File: src/rtl/pulses_pkg.sv
// Address map and helpers shared by pulse_seq_multi and pulse_window_ch.
// PULSES_CPMG_EN adds per-channel repeat registers after the slot block.
package pulses_pkg;

  typedef enum logic {FLD_START = 1'b0, FLD_STOP = 1'b1} field_e;

  localparam int unsigned DEF_NUM_CH     = 2;
  localparam int unsigned DEF_NUM_PULSE  = 4;
  localparam int unsigned ADDR_PERIOD    = 0;
  localparam int unsigned ADDR_SYNC      = 1;
  localparam int unsigned ADDR_SLOT_BASE = 2;
  localparam int unsigned ADDR_REP_BASE  = ADDR_SLOT_BASE + 2 * DEF_NUM_CH * DEF_NUM_PULSE;

  function automatic int unsigned addr_slot(int unsigned ch, int unsigned p, field_e fld,
                                            int unsigned num_pulse);
    return ADDR_SLOT_BASE + 2 * (ch * num_pulse + p) + 32'(fld);
  endfunction

  // sel=0: rep_count, sel=1: rep_interval
  function automatic int unsigned addr_rep(int unsigned ch, logic sel, int unsigned num_ch,
                                           int unsigned num_pulse);
    return ADDR_SLOT_BASE + 2 * num_ch * num_pulse + 2 * ch + 32'(sel);
  endfunction

  // Address space always reserves the repeat registers so the map is build-independent
  function automatic int unsigned num_regs(int unsigned num_ch, int unsigned num_pulse);
    return ADDR_SLOT_BASE + 2 * num_ch * num_pulse + 2 * num_ch;
  endfunction

  function automatic int unsigned addr_width(int unsigned num_ch, int unsigned num_pulse);
    return $clog2(num_regs(num_ch, num_pulse));
  endfunction

endpackage

File: src/rtl/pulse_window_ch.sv
// One channel's start/stop window comparators; with PULSES_CPMG_EN the last
// enabled slot is re-issued rep_count times, each shifted by rep_interval.
module pulse_window_ch
  import pulses_pkg::*;
#(
  parameter int unsigned NUM_PULSE = 4,
  parameter int unsigned TW        = 32
) (
`ifdef PULSES_CPMG_EN
  input  logic                           clk,
  input  logic                           rst,
  input  logic                           restart,
  input  logic [7:0]                     rep_count,
  input  logic [TW-1:0]                  rep_interval,
  input  logic [TW-1:0]                  period_eff,
`endif
  input  logic [TW-1:0]                  counter,
  input  logic [NUM_PULSE-1:0][TW-1:0]   start,
  input  logic [NUM_PULSE-1:0][TW-1:0]   stop,
  output logic                           win_c,
  output logic                           slot0_c
);

  logic [NUM_PULSE-1:0] en;
  logic [NUM_PULSE-1:0] hit;

  for (genvar p = 0; p < NUM_PULSE; p++) begin : g_slot
    assign en[p]  = start[p] < stop[p];
    assign hit[p] = en[p] && (counter >= start[p]) && (counter < stop[p]);
  end

  assign slot0_c = hit[0];

`ifdef PULSES_CPMG_EN
  localparam int unsigned TW1 = TW + 1;
  localparam int unsigned TW2 = TW + 2;

  // Priority chain: the highest-index enabled slot wins
  for (genvar p = 0; p < NUM_PULSE; p++) begin : g_last
    logic [TW-1:0] ls;
    logic [TW-1:0] le;
    logic          any;
    if (p == 0) begin : g_head
      assign ls  = start[0];
      assign le  = stop[0];
      assign any = en[0];
    end else begin : g_tail
      assign ls  = en[p] ? start[p] : g_last[p-1].ls;
      assign le  = en[p] ? stop[p]  : g_last[p-1].le;
      assign any = en[p] | g_last[p-1].any;
    end
  end

  logic [TW:0]    off;
  logic [7:0]     n_rep;
  logic [TW2-1:0] cstart_c;
  logic [TW2-1:0] cstop_c;
  logic           rep_hit_c;
  logic           advance_c;

  always_comb begin
    cstart_c  = TW2'(g_last[NUM_PULSE-1].ls) + TW2'(off);
    cstop_c   = TW2'(g_last[NUM_PULSE-1].le) + TW2'(off);
    rep_hit_c = g_last[NUM_PULSE-1].any && (n_rep != 8'd0) &&
                (cstart_c < TW2'(period_eff) - TW2'(1)) &&
                (TW2'(counter) >= cstart_c) && (TW2'(counter) < cstop_c);
    advance_c = g_last[NUM_PULSE-1].any && (n_rep < rep_count) &&
                (TW2'(counter) == cstop_c);
  end

  // Offset only advances when the counter reaches the copy's stop, so it stays below 2^TW
  always_ff @(posedge clk or posedge rst) begin
    if (rst) begin
      off   <= '0;
      n_rep <= '0;
    end else if (restart) begin
      off   <= '0;
      n_rep <= '0;
    end else if (advance_c) begin
      off   <= off + TW1'(rep_interval);
      n_rep <= n_rep + 8'd1;
    end
  end

  assign win_c = (|hit) | rep_hit_c;
`else
  assign win_c = |hit;
`endif

endmodule

File: src/rtl/pulse_seq_multi.sv
// Multi-channel pulse sequencer with double-buffered timing registers.
// Optional PULSES_CPMG_EN builds per-channel slot repetition.
module pulse_seq_multi
  import pulses_pkg::*;
#(
  parameter int unsigned NUM_CH    = 2,
  parameter int unsigned NUM_PULSE = 4,
  parameter int unsigned TW        = 32,
  parameter int unsigned ATT_W     = 7,
  parameter int unsigned ATT_STEP  = 6,
  parameter int unsigned GUARD     = 20,
  parameter int unsigned AW        = addr_width(NUM_CH, NUM_PULSE)
) (
  input  logic              clk,
  input  logic              rst,
  input  logic              cfg_we,
  input  logic [AW-1:0]     cfg_addr,
  input  logic [TW-1:0]     cfg_wdata,
  input  logic              cfg_commit,
  input  logic              run,
  input  logic              cw_mode,
  input  logic [NUM_CH-1:0] cw_sel,
  input  logic [ATT_W-1:0]  pr_att,
  output logic              sync_on,
  output logic [NUM_CH-1:0] pulse_on,
  output logic [ATT_W-1:0]  pre_att,
  output logic              pre_block,
  output logic              cycle_start
);

  localparam int unsigned TW1      = TW + 1;
  localparam int unsigned AW1      = ATT_W + 1;
  localparam int unsigned REP_BASE = ADDR_SLOT_BASE + 2 * NUM_CH * NUM_PULSE;
`ifdef PULSES_CPMG_EN
  localparam int unsigned NREG     = REP_BASE + 2 * NUM_CH;
`else
  localparam int unsigned NREG     = REP_BASE;
`endif

  logic [TW-1:0]     sh_reg  [NREG];
  logic [TW-1:0]     act_reg [NREG];
  logic              pending;
  logic              run_q;
  logic [TW-1:0]     counter;

  logic [TW-1:0]     period_eff_c;
  logic              boundary_c;
  logic              take_c;
  logic              guard_c;
  logic [AW1-1:0]    att_sum_c;
  logic [ATT_W-1:0]  att_hi_c;
  logic [NUM_CH-1:0] win_c;
  logic [NUM_CH-1:0] slot0_c;

  always_comb begin
    period_eff_c = (act_reg[ADDR_PERIOD] < TW'(2)) ? TW'(2) : act_reg[ADDR_PERIOD];
    boundary_c   = run && (counter >= period_eff_c - TW'(1));
    // Swap at the boundary, while idle, or on the first running cycle
    take_c       = (pending || cfg_commit) && (boundary_c || !run || !run_q);
    guard_c      = (TW1'(counter) + TW1'(GUARD)) >= TW1'(period_eff_c);
    att_sum_c    = AW1'(pr_att) + AW1'(ATT_STEP);
    att_hi_c     = att_sum_c[ATT_W] ? {ATT_W{1'b1}} : att_sum_c[ATT_W-1:0];
  end

  always_ff @(posedge clk or posedge rst) begin
    if (rst) begin
      sh_reg  <= '{default: '0};
      act_reg <= '{default: '0};
      pending <= 1'b0;
    end else begin
      if (cfg_we && (32'(cfg_addr) < NREG)) sh_reg[cfg_addr] <= cfg_wdata;
      if (take_c) begin
        act_reg <= sh_reg;
        pending <= 1'b0;
      end else if (cfg_commit) begin
        pending <= 1'b1;
      end
    end
  end

`ifdef PULSES_CPMG_EN
  logic restart_c;
  assign restart_c = !run || boundary_c;
`endif

  for (genvar c = 0; c < NUM_CH; c++) begin : g_ch
    logic [NUM_PULSE-1:0][TW-1:0] start_w;
    logic [NUM_PULSE-1:0][TW-1:0] stop_w;

    for (genvar p = 0; p < NUM_PULSE; p++) begin : g_p
      assign start_w[p] = act_reg[addr_slot(c, p, FLD_START, NUM_PULSE)];
      assign stop_w[p]  = act_reg[addr_slot(c, p, FLD_STOP, NUM_PULSE)];
    end

    pulse_window_ch #(
      .NUM_PULSE(NUM_PULSE),
      .TW       (TW)
    ) u_win (
`ifdef PULSES_CPMG_EN
      .clk         (clk),
      .rst         (rst),
      .restart     (restart_c),
      .rep_count   (act_reg[REP_BASE + 2 * c][7:0]),
      .rep_interval(act_reg[REP_BASE + 2 * c + 1]),
      .period_eff  (period_eff_c),
`endif
      .counter     (counter),
      .start       (start_w),
      .stop        (stop_w),
      .win_c       (win_c[c]),
      .slot0_c     (slot0_c[c])
    );
  end

  // Period counter and registered pin drive
  always_ff @(posedge clk or posedge rst) begin
    if (rst) begin
      counter     <= '0;
      run_q       <= 1'b0;
      sync_on     <= 1'b0;
      pulse_on    <= '0;
      pre_att     <= '0;
      pre_block   <= 1'b0;
      cycle_start <= 1'b0;
    end else begin
      run_q   <= run;
      counter <= (!run || boundary_c) ? '0 : counter + TW'(1);
      if (!run) begin
        sync_on     <= 1'b0;
        pulse_on    <= '0;
        pre_att     <= pr_att;
        pre_block   <= 1'b0;
        cycle_start <= 1'b0;
      end else begin
        cycle_start <= (counter == '0);
        sync_on     <= counter < act_reg[ADDR_SYNC];
        if (cw_mode) begin
          pulse_on  <= cw_sel;
          pre_block <= 1'b1;
          pre_att   <= pr_att;
        end else begin
          pulse_on  <= win_c;
          pre_block <= |pulse_on;
          pre_att   <= (guard_c || (|slot0_c)) ? att_hi_c : pr_att;
        end
      end
    end
  end

endmodule

File: config.mk
export PLATFORM = sky130hd
export DESIGN_NAME = pulse_seq_multi
export DESIGN_NICKNAME = d
export VERILOG_FILES = /design/src/rtl/pulses_pkg.sv /design/src/rtl/pulse_window_ch.sv /design/src/rtl/pulse_seq_multi.sv
export SDC_FILE = /design/constraint.sdc
export NUM_CORES = 2
export LEC_CHECK = 0
export CAP_MARGIN = 40
export CORE_ASPECT_RATIO = 0.8
export CORE_MARGIN = 10
export CORE_UTILIZATION = 45
export DETAILED_ROUTE_END_ITERATION = 10
export GPL_TIMING_DRIVEN = 0
export PLACE_DENSITY_LB_ADDON = 0.1
export SYNTH_ARGS = -nofsm -noshare
export SYNTH_HDL_FRONTEND = slang
export SYNTH_SLANG_ARGS = --single-unit
File: constraint.sdc
create_clock -name clk -period 38.7 [get_ports clk]
set_input_delay 7.74 -clock clk [delete_from_list [all_inputs] [get_ports clk]]
set_output_delay 7.74 -clock clk [all_outputs]
set_load 0.01 [all_outputs]
==> key figures <==
Route
  • First drt pass iteration count: 9
  • Vias: 43607
  • Post-DR vias/cell: 5.546
  • Post-DRT Antenna Nets: 0
  • Routed WL: 186200 um
  • Initial DRC Count: 2990
  • Post-route DRC: 0
  • Drt wl/cell: 23.67 um

Synth
  • Synth area leaders: dfrtp_1 (45%), ha_1 (16%), mux2_2 (11%)
  • Synth unique cells: 77
  • Cells after synthesis: 5532
  • Top_reg_cell synth: dfrtp_1
  • Async S/R FF share, synth: 100.0%
  • Count leader, synth: dfrtp_1
  • Yosys warns: 0
  • Synth top area share: 45.41%
  • Post-synthesis net count: 6437
  • Leading area contributor after synthesis: dfrtp_1
  • #FFs+latches synth: 1198
  • Number of synthesized flops with an enable pin: 0
  • Most common library cells after synthesis: dfrtp_1 (1198), ha_1 (853), mux2_2 (652), inv_1 (586), mux2_1 (501)
  • Sequential area share after synthesis: 45.41%
  • Mean Syn Cell Area: 11.93 um2
  • Mapped Area: 66010 um2

Timing
  • F_max: 0.09083 GHz
  • Endpoints failing setup: 0
  • Total negative slack: 0 ns
  • Rel. slew slack: 37.20%
  • Hold Violations, Final: 0
  • Final Max Tran Viols: 0
  • Tcrit/Tclk final: 28.45%
  • Unrepaired setup endpoints after global routing: false
  • Final worst path period need: 11.01 ns
  • Worst clock skew: 0.03348 ns
  • Worst Tran Pin Value: 0.9420 ns

Die
  • Row cnt: 125
  • Initial Util: 45.39%
  • I/O Pins: 64
  • Die H: 362.6 um
  • DIE AREA: 162500 um2
  • Core box area: 145500 um2
  • Width of the chip: 448.2 um

Clock tree
  • Worst-Skew Late Latency: 0.79 ns
  • H-tree depth: 4
  • CTS root buf: clkbuf_16
  • Clk buf depth: 3
  • Post-cts gate resize count: 0
  • CTS Sinks: 1198
  • CTS Buf Count: 132
  • Clk slew on worst S/H paths: 0.06 ns
  • Setup bufs post-CTS: 0
  • Hold buffers post-CTS: 0
  • CTS tree: done

Setup path
  • Crit path max fanout: 10
  • WS Path Type: in -> reg
  • Worst Path Arrival: 11.65 ns
  • Data required, critical path: 39.34 ns
  • Worst R2R Start: act_reg[570]$_DFFE_PP0P_
  • Critical path startpoint category: input port
  • Reg2reg path depth: 23
  • CP Capture Type: flip-flop
  • Reg2Reg Capture Point: act_reg[282]$_DFFE_PP0P_
  • Reg2Reg Setup Slack: 30.87 ns

Place
  • GP Congestion: 0.8744
  • Placed Cells: 7621
  • Post-DP HPWL: 142800 um
  • Area post-placement: 71140 um2
  • IO Port Bufs: 63

Global route
  • Initial antenna violation count: 13
  • Vias in the first global route: 43530
  • Total gr overflow: 0
  • First-pass GRT wire length: 283700 um
  • GR met1 Demand/Resource: 36.69%
  • Met3 usage: 3.825%
  • Most Used Layer, Global Route: met1
  • Largest net degree at the start of global routing: 40
  • GRT Total Usage: 23.07%
  • GR Layer Usage met2: 31.98%

Pwr
  • Maximum VDD drop: 0.00004667 V
  • Cell Pwr Density: 53.97 nW/um2
  • Pleak: 37.43 nW

Final layout
  • Fillers: 12843
  • Final Cell Area: 75610 um2
  • Non-Filler Instances: 7863
  • Nets: 6757
  • Share of layout cells above drive strength 1: 18.40%
  • Layout Area Growth over Synthesis: 14.54%

Worst hold path
  • Hold Crit Depth: 1
  • Worst Hold Launch: sh_reg[521]$_DFFE_PP0P_
  • Min-delay worst type: reg -> reg
  • Hold path endpoint: act_reg[521]$_DFFE_PP0P_

Run
  • Max Cap Violations: 0

Run status
  • Status: complete, no violations
stage by stage:
| stage | hold WS (ns) | power (mW) | utilization [%] | setup WS, ns |
|---|---|---|---|---|
| after floorplan | 0.4522 | 2.440 | - | 14.41 |
| final | 0.4651 | 4.081 | 51.99 | 27.69 |
| after global placement | 0.4576 | 2.739 | 47.46 | 6.873 |
| after CTS | 0.4626 | 4.108 | 51.97 | 27.77 |
| after detailed placement | 0.4650 | 2.780 | 48.91 | 26.94 |
| after global routing | 0.4844 | 4.349 | 51.98 | 27.64 |
placed cells by master, fill, tap and decap left out, types with 135 or more instances in the layout:
master,synthesis,layout
o21ai_0,158,158
nand4_1,135,135
inv_1,586,585
clkbuf_16,0,135
mux2_1,501,501
mux2_2,652,652
nand2_1,156,156
nor2_1,165,165
a21oi_1,242,242
a21o_1,145,145
dfrtp_1,1198,1185
ha_1,853,853
layer usage:
| metal | wire length (um) | part of all wire [%] | vias to the layer above |
|---|---|---|---|
| met5 | 0 | 0 | - |
| met4 | 3726 | 2.0 | 0 |
| met3 | 10480 | 5.6 | 225 |
| met2 | 74070 | 40 | 914 |
| met1 | 97880 | 53 | 22041 |
| li1 | - | - | 20427 |
power by group:
part / leakage [nW] / internal [mW] / total, mW / switching [mW]
logic: 19.9 / 0.490 / 1.07 / 0.582
clock network: 2.19 / 0.764 / 1.31 / 0.542
registers: 15.3 / 1.53 / 1.70 / 0.174
worst max-delay path, cell delays in order:
cell and delay, ns:
clkdlybuf4s50_1 0.90, inv_1 0.39, a2111oi_4 0.40, o311ai_2 0.29, buf_4 0.24, o22ai_1 0.10, buf_2 0.34, buf_4 0.40
buf_4 0.39, mux2_1 0.36
how the worst max path moves through the flow:
stage	from	to	slack, ns	cells past startpoint
detailed placement	run	act_reg[285]$_DFFE_PP0P_	26.94	9
global placement	rst	sh_reg[4]$_DFFE_PP0P_	6.87	2
global route	run	act_reg[282]$_DFFE_PP0P_	27.64	10
finish	run	act_reg[282]$_DFFE_PP0P_	27.69	10
floorplan	rst	act_reg[0]$_DFFE_PP0P_	14.41	1
CTS	run	act_reg[282]$_DFFE_PP0P_	27.77	9
logic make-up (layout without fill, tap and decap cells):
group / count (synthesis) / in the layout / synth area share, %
AO/OA/AOI/OAI: 722 / 722 / 6.871
XOR/XNOR: 85 / 85 / 1.128
adder cells (fa/ha/maj): 853 / 853 / 16.17
buffers and inverters: 762 / 1182 / 4.824
flip-flops: 1198 / 1198 / 45.41
multiplexers: 1153 / 1153 / 19.67
other: 0 / 6 / 0
AND/OR/NAND/NOR: 759 / 759 / 5.931
layout make-up:
class	count	area [um2]	area share, %
Inverter	586	2203	2.914
Timing Repair Buffer	186	2715	3.591
Sequential cell	1198	30000	39.67
Clock buffer	184	3852	5.095
Antenna cell	6	15.01	0.01986
Multi-Input combinational cell	3572	32870	43.47
Clock inverter	50	594.3	0.7860
Buffer	176	984.7	1.302
Tap cell	1905	2384	3.152
No activity file was read; power rests on OpenSTA's default activity.
